[src/rtl/countdown_pkg.sv]
// countdown_pkg: shared FSM encoding and BCD digit limits for the countdown timer
package countdown_pkg;
  typedef enum logic [1:0] {IDLE, RUN, PAUSE, DONE} state_t;
  localparam int ONES_MAX = 9;
  localparam int TENS_MAX = 5;
  localparam int MIN_TENS_MAX_DEF = 5;
endpackage

[src/rtl/bcd_down_digit.sv]
// bcd_down_digit: one BCD down-counting digit that wraps to MOD-1 and borrows from the next digit
module bcd_down_digit #(
  parameter int MOD = 10,
  parameter int BITS = 4
) (
  input  logic            clk,
  input  logic            rst,
  input  logic            en,
  input  logic            ld,
  input  logic [BITS-1:0] ld_val,
  output logic [BITS-1:0] digit,
  output logic            borrow_out
);
  assign borrow_out = en && digit == '0;
  always_ff @(posedge clk or negedge rst)
    if (!rst) digit <= '0;
    else if (ld) digit <= ld_val;
    else if (en) digit <= digit == '0 ? BITS'(MOD - 1) : digit - 1'b1;
endmodule

[src/rtl/countdown_timer.sv]
// countdown_timer: MM:SS BCD countdown with load clamping, pause/resume and a done pulse at 00:00
module countdown_timer
  import countdown_pkg::*;
#(
  parameter int MIN_TENS_MAX = MIN_TENS_MAX_DEF,
  parameter int BITS = 4
) (
  input  logic              clk,
  input  logic              rst,
  input  logic              tick,
  input  logic              load,
  input  logic [4*BITS-1:0] load_bcd,
  input  logic              start,
  input  logic              pause,
  output logic [4*BITS-1:0] count_bcd,
  output logic              running,
  output logic              done,
  output logic              expired
);
  localparam logic [4*BITS-1:0] ONE_SEC = {{(4*BITS-1){1'b0}}, 1'b1};
  state_t state, state_nxt;
  logic go, wrap, ld, count_zero;
  logic [3:0] en, bor;
  assign count_zero = count_bcd == '0;
  assign go = state == RUN && tick && !pause;
  // a borrow out of the top digit means 00:00 would wrap; reload zero instead
  assign wrap = bor[3];
  assign ld = (load && state != RUN) || wrap;
  assign en = {bor[2:0], go};
  genvar g;
  for (g = 0; g < 4; g++) begin : dig
    localparam int MOD = g == 3 ? MIN_TENS_MAX + 1 : g == 1 ? TENS_MAX + 1 : ONES_MAX + 1;
    logic [BITS-1:0] in_d, clamp_d;
    assign in_d = load_bcd[g*BITS +: BITS];
    assign clamp_d = wrap ? '0 : in_d > BITS'(MOD - 1) ? BITS'(MOD - 1) : in_d;
    bcd_down_digit #(.MOD(MOD), .BITS(BITS)) u_digit (
      .clk(clk),
      .rst(rst),
      .en(en[g]),
      .ld(ld),
      .ld_val(clamp_d),
      .digit(count_bcd[g*BITS +: BITS]),
      .borrow_out(bor[g])
    );
  end
  always_ff @(posedge clk or negedge rst)
    if (!rst) begin
      state <= IDLE;
      done <= 1'b0;
    end else begin
      state <= state_nxt;
      done <= state == RUN && state_nxt == DONE;
    end
  always_comb begin
    state_nxt = state;
    case (state)
      IDLE:  state_nxt = load ? IDLE : start && !count_zero ? RUN : IDLE;
      RUN:   state_nxt = pause ? PAUSE : go && count_bcd == ONE_SEC ? DONE : RUN;
      PAUSE: state_nxt = load ? IDLE : start && !pause ? RUN : PAUSE;
      DONE:  state_nxt = load ? IDLE : DONE;
      default: state_nxt = IDLE;
    endcase
  end
  always_comb begin
    running = state == RUN;
    expired = state == DONE;
  end
endmodule

[config.mk]
export PLATFORM = sky130hd
export DESIGN_NAME = countdown_timer
export DESIGN_NICKNAME = d
export VERILOG_FILES = /design/src/rtl/countdown_pkg.sv /design/src/rtl/bcd_down_digit.sv /design/src/rtl/countdown_timer.sv
export SDC_FILE = /design/constraint.sdc
export NUM_CORES = 1
export LEC_CHECK = 0
export ABC_AREA = 0
export BUFFER_PORTS_ARGS = -buffer_cell sky130_fd_sc_hd__buf_2
export CORE_UTILIZATION = 30
export DETAILED_ROUTE_END_ITERATION = 12
export PLACE_DENSITY_LB_ADDON = 0.3
export RECOVER_POWER = 25
export SLEW_MARGIN = 20
export SYNTH_ARGS = -nofsm -noshare
export SYNTH_HDL_FRONTEND = slang
export SYNTH_SLANG_ARGS = --single-unit
[constraint.sdc]
create_clock -name clk -period 1.5 [get_ports clk]
set_input_delay 0.15 -clock clk [delete_from_list [all_inputs] [get_ports clk]]
set_output_delay 0.15 -clock clk [all_outputs]
set_load 0.02 [all_outputs]
==> impl_metrics.tcl <==
set metrics [dict create \
    status "finished with violations" \
    violations "setup timing" \
    post-route-util 0.5431 \
    portBuffers 40 \
    r2r_cells 4 \
    total_power_uw 3320 \
    crit_fanout 3 \
    setup_viol 9 \
    power_density_nw_per_um2 1621 \
    final_cells 268 \
    max_slew.worst_pin.slew_ns 0.5123 \
    worstSkewPairLatency_ns 0.26 \
    antenna_left 0 \
    finalCriticalPeriod_ns 1.572 \
    hold_viol_final 0 \
    p_leak_uw 0.0008820 \
    overflow 0 \
    cp-start-kind "register" \
    nFillCells 328 \
    rsz0062_at_grt "true" \
    ys.flop_type "dfrtp_1" \
    ys_ff_latch 19 \
    dieArea_um2 4278 \
    die_y_um 65.41 \
    drtIter0Drc 47 \
    antenna_found_initial 0 \
    vdd_drop_max_mv 0.7306 \
    min_path_cells 2 \
    io-pin-count 41 \
    drc 0 \
    multiInputGateArea_um2 897.1 \
    ys_types 42 \
    place_ws_ns -0.1345 \
    hpwl_mm 2.911 \
    gp_congestion 0.7843 \
    hold_class "primary input to register" \
    async_flop_share 1.000 \
    syn_to_final_growth_pct 69.81 \
    fin_ws_ns -0.07184 \
    grt_usage 0.1929 \
    avgViaCountPerCell 5.366 \
    syn-num-nets 160 \
    drive_above_1_share 0.5955 \
    timing.fmax_ghz 0.6362 \
    synth_area_um2 1206 \
    avgSynthCellArea_um2 8.740 \
    cts-buffers-inserted 3 \
    diodes 0 \
    cts_max_level 1 \
    arrival_ns 1.75 \
    dr.pass1.iters 4 \
    clkSinkCount 19 \
    die_w_um 65.41 \
    ys_seq_area_frac 0.3942 \
    dp.cells 258 \
    cap_violations 0 \
    fin_skew_ns 0.001827 \
    synth_warnings 0 \
    grt_max_degree 20 \
    coreArea_um2 3771 \
    clkSlewWorstSetupHoldPaths_ns 0.07 \
    crit_path_end_kind "register" \
    seqCellArea_um2 486.7 \
    synth_edf_count 0 \
    final_net_count 243 \
    slew_headroom 0.6585 \
    grt_pass1_vias 1355 \
    clk_path_buf_depth 2 \
    critical_path_class "register to register" \
    rows 22 \
    start_util 0.3198 \
    num_vias 1438 \
    wl_mm 3.992 \
    drv_slew 0 \
    detail_route.wl_per_cell_um 14.90 \
    grt_pass1_wl_mm 6.272 \
    cp.required_ns 1.68 \
    syn_inst 138 \
    cts_tree "built" \
    min_period_over_period 1.048 \
    root_buffer "clkbuf_8" \
]
==> layout by cell type, fill, tap and decap left out, types with 2 or more instances in the layout <==
cell type and count:
nand2_2 2, nand3_2 2, a22oi_2 2, nor3_1 2
nand4_1 5, dfrtp_1 10, nor2_2 2, nand3b_1 2
a31oi_1 7, o31ai_2 2, nand2_1 5, o21ai_0 5
nor4_4 4, inv_1 5, buf_2 39, clkbuf_8 3
a21oi_1 11, nor3_2 4, xor2_1 2, nor2_4 2
and2_4 2, buf_4 38, or4_1 2, o41a_1 2
dfrtp_2 9, nor2_1 15, buf_6 4
==> cells by family (layout without fill, tap and decap cells) <==
| logic type | Yosys count | after routing | share of synthesized area |
|---|---|---|---|
| xor+xnor | 2 | 2 | 0.01453 |
| flops | 19 | 19 | 0.3942 |
| mux | 1 | 1 | 0.008299 |
| compound gates | 44 | 44 | 0.2427 |
| simple gates | 62 | 62 | 0.2967 |
| buf+inv | 10 | 92 | 0.04357 |
==> timing repair <==
item / 4_1_cts / 5_1_grt
resized for setup: 15 / 20
hold buffers: 1 / 0
setup buffers: 3 / 2
hold endpoints to repair: 19 / 0
endpoints found under the setup margin: 13 / 17
pin swaps: 10 / 16
==> worst max-delay path, cell delays in order, from the launching register on <==
cell	delay, ns
dfrtp_2	0.43
nor4_4	0.35
nand2_2	0.13
o41a_1	0.40
a22oi_2	0.17
==> area by class of cell <==
class | count | share of cell area
inverter | 5 | 0.009163
multi-input combinational | 109 | 0.4380
tap | 48 | 0.02932
sequential | 19 | 0.2376
timing repair buffer | 83 | 0.2639
clock buffer | 4 | 0.02199
==> worst paths after layout <==
check	start	end	slack, ns
min in group asynchronous	rst	dig[3].u_digit.digit[1]$_DFFE_PN0P_	0.39
max in group asynchronous	rst	dig[0].u_digit.digit[3]$_DFFE_PN0P_	0.73
max	dig[2].u_digit.digit[1]$_DFFE_PN0P_	dig[3].u_digit.digit[2]$_DFFE_PN0P_	-0.07
min	load	state[0]$_DFF_PN0_	0.15
min reg2reg	dig[3].u_digit.digit[0]$_DFFE_PN0P_	dig[3].u_digit.digit[0]$_DFFE_PN0P_	0.60
max reg2reg	dig[2].u_digit.digit[1]$_DFFE_PN0P_	dig[3].u_digit.digit[2]$_DFFE_PN0P_	-0.07
==> through the flow <==
step                cell area (µm²)  hold WS, ns  TNS (ns)
floorplan                      1287      -0.1456   -0.2043
global placement               1792       0.1164   -0.3938
detailed placement             1792       0.1220   -0.6794
CTS                            1957       0.1437   -0.3454
global route                   2048       0.1521    -1.199
finish                         2048       0.1546   -0.2759
==> synth_stat cells (2+ instances only) <==
cell	n	area, µm²
nand3b_1	2	15.01
nor4_1	3	18.77
xor2_1	2	17.52
o21ai_0	7	35.03
and3_1	3	18.77
a211oi_1	2	15.01
nand3_1	2	10.01
dfrtp_1	19	475.5
a21oi_1	12	60.06
and2_1	3	18.77
or4_1	2	15.01
buf_6	2	22.52
nand2b_1	2	12.51
a31oi_1	7	43.79
nand4_1	5	31.28
nand2_1	7	26.28
a2111oi_0	2	17.52
nor3_1	6	30.03
inv_1	5	18.77
clkbuf_1	2	7.510
nor2_1	17	63.81
o41a_1	2	22.52
a22oi_1	2	15.01
o31ai_1	4	30.03
==> where the power goes <==
part / switching [µW] / total (µW) / internal (µW)
sequential: 244 / 966 / 721
clock: 179 / 369 / 189
combinational: 1070 / 1990 / 911
==> registers in the layout, summed over array words and instances, names as in the netlist <==
name	count
dig.u_digit.digit	16
done	1
state	2
==> metal layers <==
layer  wire length, µm  part of all wire  up-vias  global-route usage
li1                  -                 -      694                   -
met1              1713              0.43      697              0.2476
met2              2081              0.52       42              0.3338
met3               159             0.040        5             0.02083
met4                38            0.0095        0             0.06522
met5                 0                 0        -                   0
Note: power is estimated with default switching activity, not from simulation.
